## config.mk

```make
export PLATFORM = sky130hd
export DESIGN_NAME = instr_issuer_flat
export DESIGN_NICKNAME = d
export VERILOG_FILES = /design/src/rtl/cpu_pkg.sv /design/src/rtl/instr_issuer_if.sv /design/src/rtl/instr_issuer_prog_store.sv /design/src/rtl/instr_issuer.sv /design/src/flat_wrapper.sv
export SDC_FILE = /design/constraint.sdc
export NUM_CORES = 1
export LEC_CHECK = 0
export CORE_UTILIZATION = 60
export CTS_BUF_LIST = sky130_fd_sc_hd__clkbuf_8 sky130_fd_sc_hd__clkbuf_16
export DETAILED_ROUTE_END_ITERATION = 6
export GPL_TIMING_DRIVEN = 0
export PLACE_DENSITY = 0.77
export SLEW_MARGIN = 20
export SYNTH_ARGS = -nofsm -noshare
export SYNTH_HDL_FRONTEND = slang
export SYNTH_SLANG_ARGS = --single-unit
```

## constraint.sdc

```tcl
create_clock -name clk -period 4.1 [get_ports clk]
set_input_delay 0.615 -clock clk [delete_from_list [all_inputs] [get_ports clk]]
set_output_delay 0.615 -clock clk [all_outputs]
set_load 0.02 [all_outputs]
```

## src/rtl/cpu_pkg.sv

```systemverilog
// Shared definitions for the simple_cpu instruction side.
// Provides the instruction and program-counter widths, the instruction class
// constants, the issuer state encoding and the per-class hold-cycle helper.
package cpu_pkg;

  localparam int INSTR_WIDTH = 20;
  localparam int PC_BITS     = 5;
  localparam int STORE_DEPTH = 2 ** PC_BITS;
  localparam int STD_CYCLES  = 3;
  localparam int MEM_CYCLES  = 4;
  // Wide enough to hold the largest hold count (MEM_CYCLES).
  localparam int CNT_BITS    = 3;

  typedef logic [1:0] cls_t;

  localparam cls_t CLS_HALT  = 2'b00;
  localparam cls_t CLS_STD   = 2'b01;
  localparam cls_t CLS_LOAD  = 2'b10;
  localparam cls_t CLS_STORE = 2'b11;

  typedef enum logic [1:0] {
    IDLE  = 2'b00,
    PRIME = 2'b01,
    ISSUE = 2'b10
  } state_e;

  // Class field sits in the two most significant bits of the word.
  function automatic cls_t instr_class(input logic [INSTR_WIDTH-1:0] word);
    return word[INSTR_WIDTH-1 -: 2];
  endfunction

  // Number of cycles the CU spends on one instruction of the given class.
  function automatic logic [CNT_BITS-1:0] hold_cycles(input cls_t cls);
    logic [CNT_BITS-1:0] res;
    case (cls)
      CLS_STD:             res = CNT_BITS'(STD_CYCLES);
      CLS_LOAD, CLS_STORE: res = CNT_BITS'(MEM_CYCLES);
      default:             res = {CNT_BITS{1'b0}};
    endcase
    return res;
  endfunction

endpackage

```

## src/rtl/instr_issuer_if.sv

```systemverilog
// Bus bundle between the instruction issuer and its controller.
// master: drives the program-store write port and start, observes the issue
//         outputs (instr, pc, busy, done, issued).
// slave : the issuer itself.
interface instr_issuer_if;
  import cpu_pkg::*;

  logic                   prog_we;
  logic [PC_BITS-1:0]     prog_addr;
  logic [INSTR_WIDTH-1:0] prog_data;
  logic                   start;
  logic [INSTR_WIDTH-1:0] instr;
  logic [PC_BITS-1:0]     pc;
  logic                   busy;
  logic                   done;
  logic [PC_BITS:0]       issued;

  modport master (
    output prog_we, prog_addr, prog_data, start,
    input  instr, pc, busy, done, issued
  );

  modport slave (
    input  prog_we, prog_addr, prog_data, start,
    output instr, pc, busy, done, issued
  );

endinterface

```

## src/rtl/instr_issuer_prog_store.sv

```systemverilog
// Program store for the instruction issuer.
// Synchronous write, combinational read; contents are not reset.
// Ports: clk, we_i/waddr_i/wdata_i (write port), raddr_i/rdata_o (read port).
module prog_store
  import cpu_pkg::*;
(
  input  logic                   clk,
  input  logic                   we_i,
  input  logic [PC_BITS-1:0]     waddr_i,
  input  logic [INSTR_WIDTH-1:0] wdata_i,
  input  logic [PC_BITS-1:0]     raddr_i,
  output logic [INSTR_WIDTH-1:0] rdata_o
);

  logic [INSTR_WIDTH-1:0] mem_q [STORE_DEPTH];

  // Write port.
  always_ff @(posedge clk) begin
    if (we_i) begin
      mem_q[waddr_i] <= wdata_i;
    end
  end

  // The read returns the pre-edge contents, so a same-cycle write is not
  // visible to a fetch made in that cycle.
  assign rdata_o = mem_q[raddr_i];

endmodule

```

## src/rtl/instr_issuer.sv

```systemverilog
// Instruction issuer: after start, presents the stored program word by word on
// instr, holding each word for the cycles its class needs in the CU, and stops
// on a halt word or after the last store address.
// Ports: clk, rst (async, active-low), bus (instr_issuer_if.slave):
//   prog_we/prog_addr/prog_data load the store (IDLE only), start begins a run,
//   instr/pc show the word being executed, busy covers PRIME+ISSUE, done pulses
//   once at run end, issued counts completed instructions of the run.
module instr_issuer
  import cpu_pkg::*;
(
  input  logic          clk,
  input  logic          rst,
  instr_issuer_if.slave bus
);

  localparam logic [PC_BITS-1:0] PC_LAST = {PC_BITS{1'b1}};

  state_e                 state_q, state_d;
  logic [INSTR_WIDTH-1:0] instr_q, instr_d;
  logic [PC_BITS-1:0]     pc_q, pc_d;
  logic                   busy_q, busy_d;
  logic                   done_q, done_d;
  logic [PC_BITS:0]       issued_q, issued_d;
  logic [CNT_BITS-1:0]    cnt_q, cnt_d;

  logic [PC_BITS-1:0]     rd_addr_s;
  logic [INSTR_WIDTH-1:0] rd_data_s;
  logic                   rd_halt_s;
  logic                   at_last_s;
  logic                   store_we_s;
  logic                   run_end_s;

  assign store_we_s = bus.prog_we && (state_q == IDLE);

  prog_store u_store (
    .clk     (clk),
    .we_i    (store_we_s),
    .waddr_i (bus.prog_addr),
    .wdata_i (bus.prog_data),
    .raddr_i (rd_addr_s),
    .rdata_o (rd_data_s)
  );

  // Fetch address: word 0 when starting, otherwise the word after pc.
  always_comb begin
    if (state_q == IDLE) begin
      rd_addr_s = {PC_BITS{1'b0}};
    end else begin
      rd_addr_s = pc_q + PC_BITS'(1);
    end
  end

  assign rd_halt_s = (instr_class(rd_data_s) == CLS_HALT);
  assign at_last_s = (pc_q == PC_LAST);
  // At the last address the fetch wraps to 0, so the end test must not rely
  // on rd_halt_s alone.
  assign run_end_s = at_last_s || rd_halt_s;

  // State and datapath registers.
  always_ff @(posedge clk or negedge rst) begin
    if (!rst) begin
      state_q  <= IDLE;
      instr_q  <= {INSTR_WIDTH{1'b0}};
      pc_q     <= {PC_BITS{1'b0}};
      busy_q   <= 1'b0;
      done_q   <= 1'b0;
      issued_q <= {(PC_BITS+1){1'b0}};
      cnt_q    <= {CNT_BITS{1'b0}};
    end else begin
      state_q  <= state_d;
      instr_q  <= instr_d;
      pc_q     <= pc_d;
      busy_q   <= busy_d;
      done_q   <= done_d;
      issued_q <= issued_d;
      cnt_q    <= cnt_d;
    end
  end

  // Next-state logic.
  always_comb begin
    state_d = state_q;
    case (state_q)
      IDLE: begin
        if (bus.start && !rd_halt_s) begin
          state_d = PRIME;
        end else begin
          state_d = IDLE;
        end
      end
      PRIME: state_d = ISSUE;
      ISSUE: begin
        if ((cnt_q == {CNT_BITS{1'b0}}) && run_end_s) begin
          state_d = IDLE;
        end else begin
          state_d = ISSUE;
        end
      end
      default: state_d = IDLE;
    endcase
  end

  // Output / datapath next values.
  always_comb begin
    instr_d  = instr_q;
    pc_d     = pc_q;
    busy_d   = busy_q;
    done_d   = 1'b0;
    issued_d = issued_q;
    cnt_d    = cnt_q;
    case (state_q)
      IDLE: begin
        instr_d = {INSTR_WIDTH{1'b0}};
        busy_d  = 1'b0;
        if (bus.start) begin
          issued_d = {(PC_BITS+1){1'b0}};
          if (rd_halt_s) begin
            // Empty program: report completion without ever going busy.
            done_d = 1'b1;
          end else begin
            instr_d = rd_data_s;
            pc_d    = {PC_BITS{1'b0}};
            busy_d  = 1'b1;
          end
        end else begin
          done_d = 1'b0;
        end
      end
      PRIME: begin
        // PRIME already covers the CU's first step, hence the minus one.
        busy_d = 1'b1;
        cnt_d  = hold_cycles(instr_class(instr_q)) - CNT_BITS'(1);
      end
      ISSUE: begin
        if (cnt_q != {CNT_BITS{1'b0}}) begin
          cnt_d = cnt_q - CNT_BITS'(1);
        end else begin
          issued_d = issued_q + (PC_BITS+1)'(1);
          if (run_end_s) begin
            instr_d = {INSTR_WIDTH{1'b0}};
            busy_d  = 1'b0;
            done_d  = 1'b1;
            cnt_d   = {CNT_BITS{1'b0}};
          end else begin
            // Back-to-back issue: the next word replaces this one with no gap.
            instr_d = rd_data_s;
            pc_d    = pc_q + PC_BITS'(1);
            cnt_d   = hold_cycles(instr_class(rd_data_s)) - CNT_BITS'(1);
          end
        end
      end
      default: begin
        instr_d = {INSTR_WIDTH{1'b0}};
        busy_d  = 1'b0;
        cnt_d   = {CNT_BITS{1'b0}};
      end
    endcase
  end

  assign bus.instr  = instr_q;
  assign bus.pc     = pc_q;
  assign bus.busy   = busy_q;
  assign bus.done   = done_q;
  assign bus.issued = issued_q;

endmodule

```

## src/flat_wrapper.sv

```systemverilog
// flat-port wrapper written by rule: the top's interface ports become plain ports
module instr_issuer_flat import cpu_pkg::*;
  (clk, rst, bus_prog_we, bus_prog_addr, bus_prog_data, bus_start, bus_instr, bus_pc, bus_busy, bus_done, bus_issued);
  instr_issuer_if bus_i ();
  input  logic clk;
  input  logic rst;
  input wire logic [$bits(bus_i.prog_we)-1:0] bus_prog_we;
  input wire logic [$bits(bus_i.prog_addr)-1:0] bus_prog_addr;
  input wire logic [$bits(bus_i.prog_data)-1:0] bus_prog_data;
  input wire logic [$bits(bus_i.start)-1:0] bus_start;
  output wire logic [$bits(bus_i.instr)-1:0] bus_instr;
  output wire logic [$bits(bus_i.pc)-1:0] bus_pc;
  output wire logic [$bits(bus_i.busy)-1:0] bus_busy;
  output wire logic [$bits(bus_i.done)-1:0] bus_done;
  output wire logic [$bits(bus_i.issued)-1:0] bus_issued;
  assign bus_i.prog_we = bus_prog_we;
  assign bus_i.prog_addr = bus_prog_addr;
  assign bus_i.prog_data = bus_prog_data;
  assign bus_i.start = bus_start;
  assign bus_instr = bus_i.instr;
  assign bus_pc = bus_i.pc;
  assign bus_busy = bus_i.busy;
  assign bus_done = bus_i.done;
  assign bus_issued = bus_i.issued;
  instr_issuer u_core (.clk(clk), .rst(rst), .bus(bus_i));
endmodule
```

Word-level counts from Yosys, hierarchy flattened
Memory sizes are Yosys's and may differ from the RTL's. Cells that the tools add are included.

Bits in registers: 38. Bits in writable memories: 640. Input port bits: 29. Output and inout port bits: 33. Logic and storage cells: 82. Memories: 1.

Add/sub/neg operators: 5. Eq/ne operators: 14. Mux-type cells: 38. Bitwise logic cells: 1. Reductions and logical operators: 16.

Memories: u_core.u_store.mem_q (depth 32, width 20, read ports 1, clocked after Yosys merged registers in 0, write ports 1, RTL line instr_issuer_prog_store.sv:15) `logic [INSTR_WIDTH-1:0] mem_q [STORE_DEPTH];`.

Operators by type and width (number): $mux 20 (4); $pmux 20 s3 (1); $mux 5 (5); $mux 3 (6); $mux 6 (2); $pmux 3 s2 (2); $pmux 6 s2 (1); $mux 1 (11); $eq 2x2->1 const B (5); $pmux 5 s2 (1); $pmux 3 s3 (1); $sub 3x1->3 const B (3); $ne 2x2->1 const B (4); $add 6x1->6 const B (1); $eq 2x1->1 const B (3); $pmux 2 s3 (1); $add 5x1->5 const B (1); $eq 5x5->1 const B (1); $reduce_and 5->1 (1); $logic_not 2->1 (2); $reduce_and 2->1 (2); $reduce_or 2->1 (2); $logic_and 1x1->1 (3); $logic_not 3->1 (1); other kinds (10) (10).

Depth between registers and ports, before layout
An unclocked memory read counts as a cell.

Depth after elaboration: 13. Mapped depth: 14. Mapped depth without buffers: 10.

Modules after synthesis
A second synthesis with hierarchy kept.

Cell total of the unflattened synthesis: 1560. Area total of the unflattened synthesis: 26989.6 µm².

Modules (own cells, without submodules): prog_store (times used 1, cells an instance 1394, area each 25152.9 µm², seq. area each 19218.4 µm²); instr_issuer (times used 1, cells an instance 166, area each 1836.8 µm², seq. area each 950.9 µm²).

Worst setup path after synthesis
OpenSTA, ideal clock, no wires.

Path kind: reg-to-reg. Start point: register u_core.state_q[0]. End point: memory u_core.u_store.mem_q[12][0] (enable). Setup time: 397 ps. Arrival time: 2622 ps. Slack: 1081 ps. Cell stages (with the launch flop): 9. Path through: dfrtp_1 -> inv_1 -> ha_1 -> buf_2 -> buf_1 -> nand2_1 -> or3_1 -> clkbuf_1 -> nor2_1.

Cells in the longest elaborated chain, start to end: 4.

Ends and longest elaborated chain: start, declared (RTL line instr_issuer.sv:18) `state_e state_q, state_d;`; start signal, assigned (RTL line instr_issuer.sv:70) `state_q <= state_d;`; $logic_not 2->1 (RTL line instr_issuer.sv:33) `assign store_we_s = bus.prog_we && (state_q == IDLE);`; $logic_and 1x1->1 (RTL line instr_issuer.sv:33); $mux 1 (RTL line instr_issuer_prog_store.sv:19) `if (we_i) begin`; $mux 1 (implied by the code) (RTL line instr_issuer_prog_store.sv:20) `mem_q[waddr_i] <= wdata_i;`; end, declared (RTL line instr_issuer_prog_store.sv:15).

No other way between the ends.

Worst setup path after layout
Start point: register u_core.pc_q[0], in the netlist u_core.bus.pc[0]. End point: register u_core.instr_q[5], in the netlist u_core.bus.instr[5].

Cells in the longest elaborated chain, start to end: 8.

Ends and longest elaborated chain: start, declared (RTL line instr_issuer.sv:20) `logic [PC_BITS-1:0] pc_q, pc_d;`; start signal, assigned (RTL line instr_issuer.sv:64) `pc_q <= {PC_BITS{1'b0}};`; start signal, assigned (RTL line instr_issuer.sv:72) `pc_q <= pc_d;`; $add 5x1->5 (RTL line instr_issuer.sv:49) `rd_addr_s = pc_q + PC_BITS'(1);`; $mux 5 (RTL line instr_issuer.sv:46) `if (state_q == IDLE) begin`; $mem_v2 32x20; $logic_not 2->1 (RTL line instr_issuer.sv:53) `assign rd_halt_s = (instr_class(rd_data_s) == CLS_HALT);`; $logic_or 1x1->1 (RTL line instr_issuer.sv:57) `assign run_end_s = at_last_s || rd_halt_s;`; $mux 20 (RTL line instr_issuer.sv:139) `if (run_end_s) begin`; $mux 20 (RTL line instr_issuer.sv:135) `if (cnt_q != {CNT_BITS{1'b0}}) begin`; $pmux 20 s3 (*) (RTL line instr_issuer.sv:111) `case (state_q)`; end signal, assigned (RTL line instr_issuer.sv:63) `instr_q <= {INSTR_WIDTH{1'b0}};`; end signal, assigned (RTL line instr_issuer.sv:71) `instr_q <= instr_d;`; end, declared (RTL line instr_issuer.sv:19) `logic [INSTR_WIDTH-1:0] instr_q, instr_d;`.

Every way passes the cells marked *; elsewhere a longest branch is shown, timed or not. The select of a mux whose other input is x is not followed. A chain may end at the register's enable or synchronous reset.

==> impl_results.md <==
- R2r startpoint: u_core.bus.pc[0]
- Worst path slowest cell: clkbuf_1
- Via density: roughly 7
- DRT antenna net count: 0
- RSZ-0062 raised after global routing: no
- Drt drc: 2
- Final-stage net count: about 2000
- CP Cell Sequence: buf_6, buf_6, buf_2, clkbuf_1, nor2_1, clkbuf_1, a222oi_1, nand2_1, o211ai_1, nand3_1, a32o_1
- Starting Density: approximately three fifths
- Vias in the first global route: approximately 17000
- RR Endpoint: u_core.bus.instr[5]
- Failing checks: design-rule violations
- Commonest cells after routing, fill and taps aside: edfxtp_1, nand2_1, and2_1
- Max FO, Critical Path: 10
- DR pass1 iterations: 7
- Flops & latches, synth: between 600 and 700
- Cell Rows: 77
- Fillers: 2860
- Initial antenna violation count: 1
- Synth cell types: 57
- DR WL/cell: between 20 and 30 um
- YS warnings: 0
- Max clock buf depth: 3
- Area fraction of the dominant cell type after synthesis: a little under three quarters
- Non-Filler Instances: approximately 2600
- Top cells by area, synth: edfxtp_1, nand2_1, dfrtp_1, a211oi_1, and2_1
- Core Area: 0.04432 mm2
- Status: finished, violations left
- # IOs: a little over 60
- Rel. slew slack: between 20% and 30%
- FFs w/ async S/R, synth: 5.605%
- Min cycle time layout: about 4.0 ns
- TritonCTS clock tree: yes
- Final setup viols: 0
- H-tree lvl count: 3
- Hold slack: ~0.42 ns
- Mean Syn Cell Area: roughly 15 um2
- Die area: ~0.046 mm2
- Total CTS buffers: 68
- DR iter-0 viols: 2780
- Sink Count: roughly 680
- Register Area: 0.02017 mm2
- Root Driver: clkbuf_16
- PD cells: about 650 mW/mm2
- Share of layout cells above drive strength 1: roughly an eighth
- Synth Instances: approximately 1800
- Detailed placement HPWL: 46880 um
- Total of max-cap violations: 0
- Pleak: 10.03 nW
- Port buffer count: around 60
- Hold Vio Cnt, Final: 0
- Register area share after synthesis: 74.53%
- Required @ worst endpoint: roughly 4.6 ns
- Clk pin slew, worst setup/hold paths: ~0.06 ns
- Post-synth top area cell: edfxtp_1
- Post-synth top flop: edfxtp_1
- R2R cell count: 11
- Hold Crit Class: in2async
- First-pass GRT wire length: approximately 110000 um
- Max Clk Rate: approximately 0.25 GHz
- Gr ovfl total: 0
- Placed insts: roughly 2500
- Setup crit end kind: flop
- EDFF count, synth: between 600 and 700
- Net Count, Synth: roughly 1800
- Peak supply drop: 0.0003986 V
- Final period util: 98.00%
- Die height: about 210 um
- R2R Setup Slk: 0.08 ns
- Max incr delay on CP: 0.62 ns
- Startpoint types: flop
- Post-synthesis cell area: approximately 0.027 mm2
- WL final: about 74000 um
- GPL Wtd Cong: roughly 0.94
- Slew @ Worst Pin: between 1 and 1.5 ns
- Clk_skew: 0.01789 ns
- CP Class: reg2reg
- Largest net degree at the start of global routing: 33
- Die X: around 210 um
- Area taken by multi-input logic gates: 0.006518 mm2
- Skew-Pair Late Insertion Delay: ~0.59 ns
- Tot GR Track Use: about a third
- Synth-to-Final Area Change: 14.32%
- Commonest non-fill, non-tap cell in the layout: edfxtp_1
- Slew Limit Fails: 0
- Crit path DAT: roughly 4.5 ns
- Via count: between 15000 and 20000
-- final cells by class --
type	count	area share, %
repair buffers	70	2.216
clock inverters	47	1.290
diodes	1	0.008088
clock buffers	73	5.832
flip-flops and latches	678	65.19
multi-input cells	967	21.07
inverters	14	0.1699
well taps	592	2.394
plain buffers	131	1.832
-- registers in the layout, indices dropped and copies added (netlist names) --
| register | count |
|---|---|
| u_core.bus.instr | 20 |
| u_core.state_q | 2 |
| u_core.bus.issued | 6 |
| u_core.cnt_q | 3 |
| u_core.u_store.mem_q | 640 |
| u_core.bus.pc | 5 |
| u_core.bus.done | 1 |
| u_core.bus.busy | 1 |
-- layer usage --
| layer | track usage [%] | part of all wire [%] | vias up |
|---|---|---|---|
| met5 | 0 | 0 | - |
| met4 | 18.50 | 5.8 | 0 |
| met3 | 6.865 | 12 | 249 |
| met2 | 50.30 | 47 | 1305 |
| met1 | 42.19 | 35 | 8693 |
| li1 | - | - | 7319 |
-- power breakdown --
part	internal, mW	leakage [nW]	switching (mW)
combinational	2.02	2.65	3.92
clock	3.61	1.12	2.58
sequential	7.77	6.27	0.133
total	13.4	10.0	6.63
-- repair_timing --
item / in CTS / in global routing
gates resized for setup: 1 / 14
buffers inserted: 0 / 0
endpoints found under the setup margin: 7 / 8
hold buffers: 1 / 0
endpoints found under the hold margin: 9 / 0
pin swaps: 0 / 1
-- how the worst max path moves through the flow --
stage,startpoint,endpoint,slack [ns],cells past startpoint
floorplan,u_core.state_q[0],u_core.u_store.mem_q[12][0],1.08,8
global placement,u_core.state_q[0],u_core.u_store.mem_q[8][11],-0.20,8
detailed placement,u_core.bus.pc[0],u_core.bus.instr[13],-0.06,12
CTS,u_core.bus.pc[1],u_core.bus.instr[4],0.16,13
global route,u_core.bus.pc[1],u_core.bus.instr[5],0.0006,13
finish,u_core.bus.pc[0],u_core.bus.instr[5],0.08,11
-- kinds of logic (layout without fill, tap and decap cells) --
| kind of cell | count (synthesis) | after routing | share of synthesized area, % |
|---|---|---|---|
| compound gates | 393 | 393 | 11.03 |
| xor+xnor | 7 | 7 | 0.2265 |
| fa+ha+maj | 8 | 8 | 0.3699 |
| buf+inv | 145 | 335 | 2.261 |
| flops | 678 | 678 | 74.53 |
| mux | 59 | 59 | 3.084 |
| other cells | 0 | 1 | 0 |
| simple gates | 500 | 500 | 8.502 |
-- metrics by stage --
step / worst slack, ns / power, mW / TNS [ns] / area [um2] / utilization, %
6_report: 0.08215 / 20.03 / 0 / 30940 / 69.81
4_1_cts: 0.1621 / 19.88 / 0 / 30930 / 69.80
5_1_grt: 0.0005600 / 20.65 / 0 / 30940 / 69.81
2_1_floorplan: 1.081 / 11.71 / 0 / 27060 / -
3_5_place_dp: -0.05592 / 13.78 / -0.1641 / 28720 / 64.81
3_3_place_gp: -0.2002 / 13.58 / -13.88 / 28410 / 64.12
-- Yosys cell counts, drive strengths merged (4+ instances only) --
| master | number |
|---|---|
| mux4 | 16 |
| a31oi | 38 |
| xor2 | 6 |
| o22ai | 5 |
| a211oi | 104 |
| o221ai | 6 |
| o21ai | 50 |
| o211ai | 37 |
| nand2 | 262 |
| buf | 34 |
| nor3 | 5 |
| dfrtp | 38 |
| mux2i | 8 |
| a222oi | 34 |
| ha | 8 |
| nand2b | 4 |
| a21oi | 13 |
| edfxtp | 640 |
| a311oi | 69 |
| nand3 | 42 |
| or3 | 6 |
| nand4 | 4 |
| nor2 | 56 |
| and2 | 105 |
| a32o | 17 |
| mux2 | 35 |
| inv | 14 |
| clkbuf | 97 |
-- critical path, delay by kind of cell (launching register included) --
family | cells | cell delay, ns
compound gates | 3 | 1.08
buf+inv | 5 | 1.66
flops | 1 | 0.41
simple gates | 3 | 0.74
No activity file was read; power rests on OpenSTA's default activity.
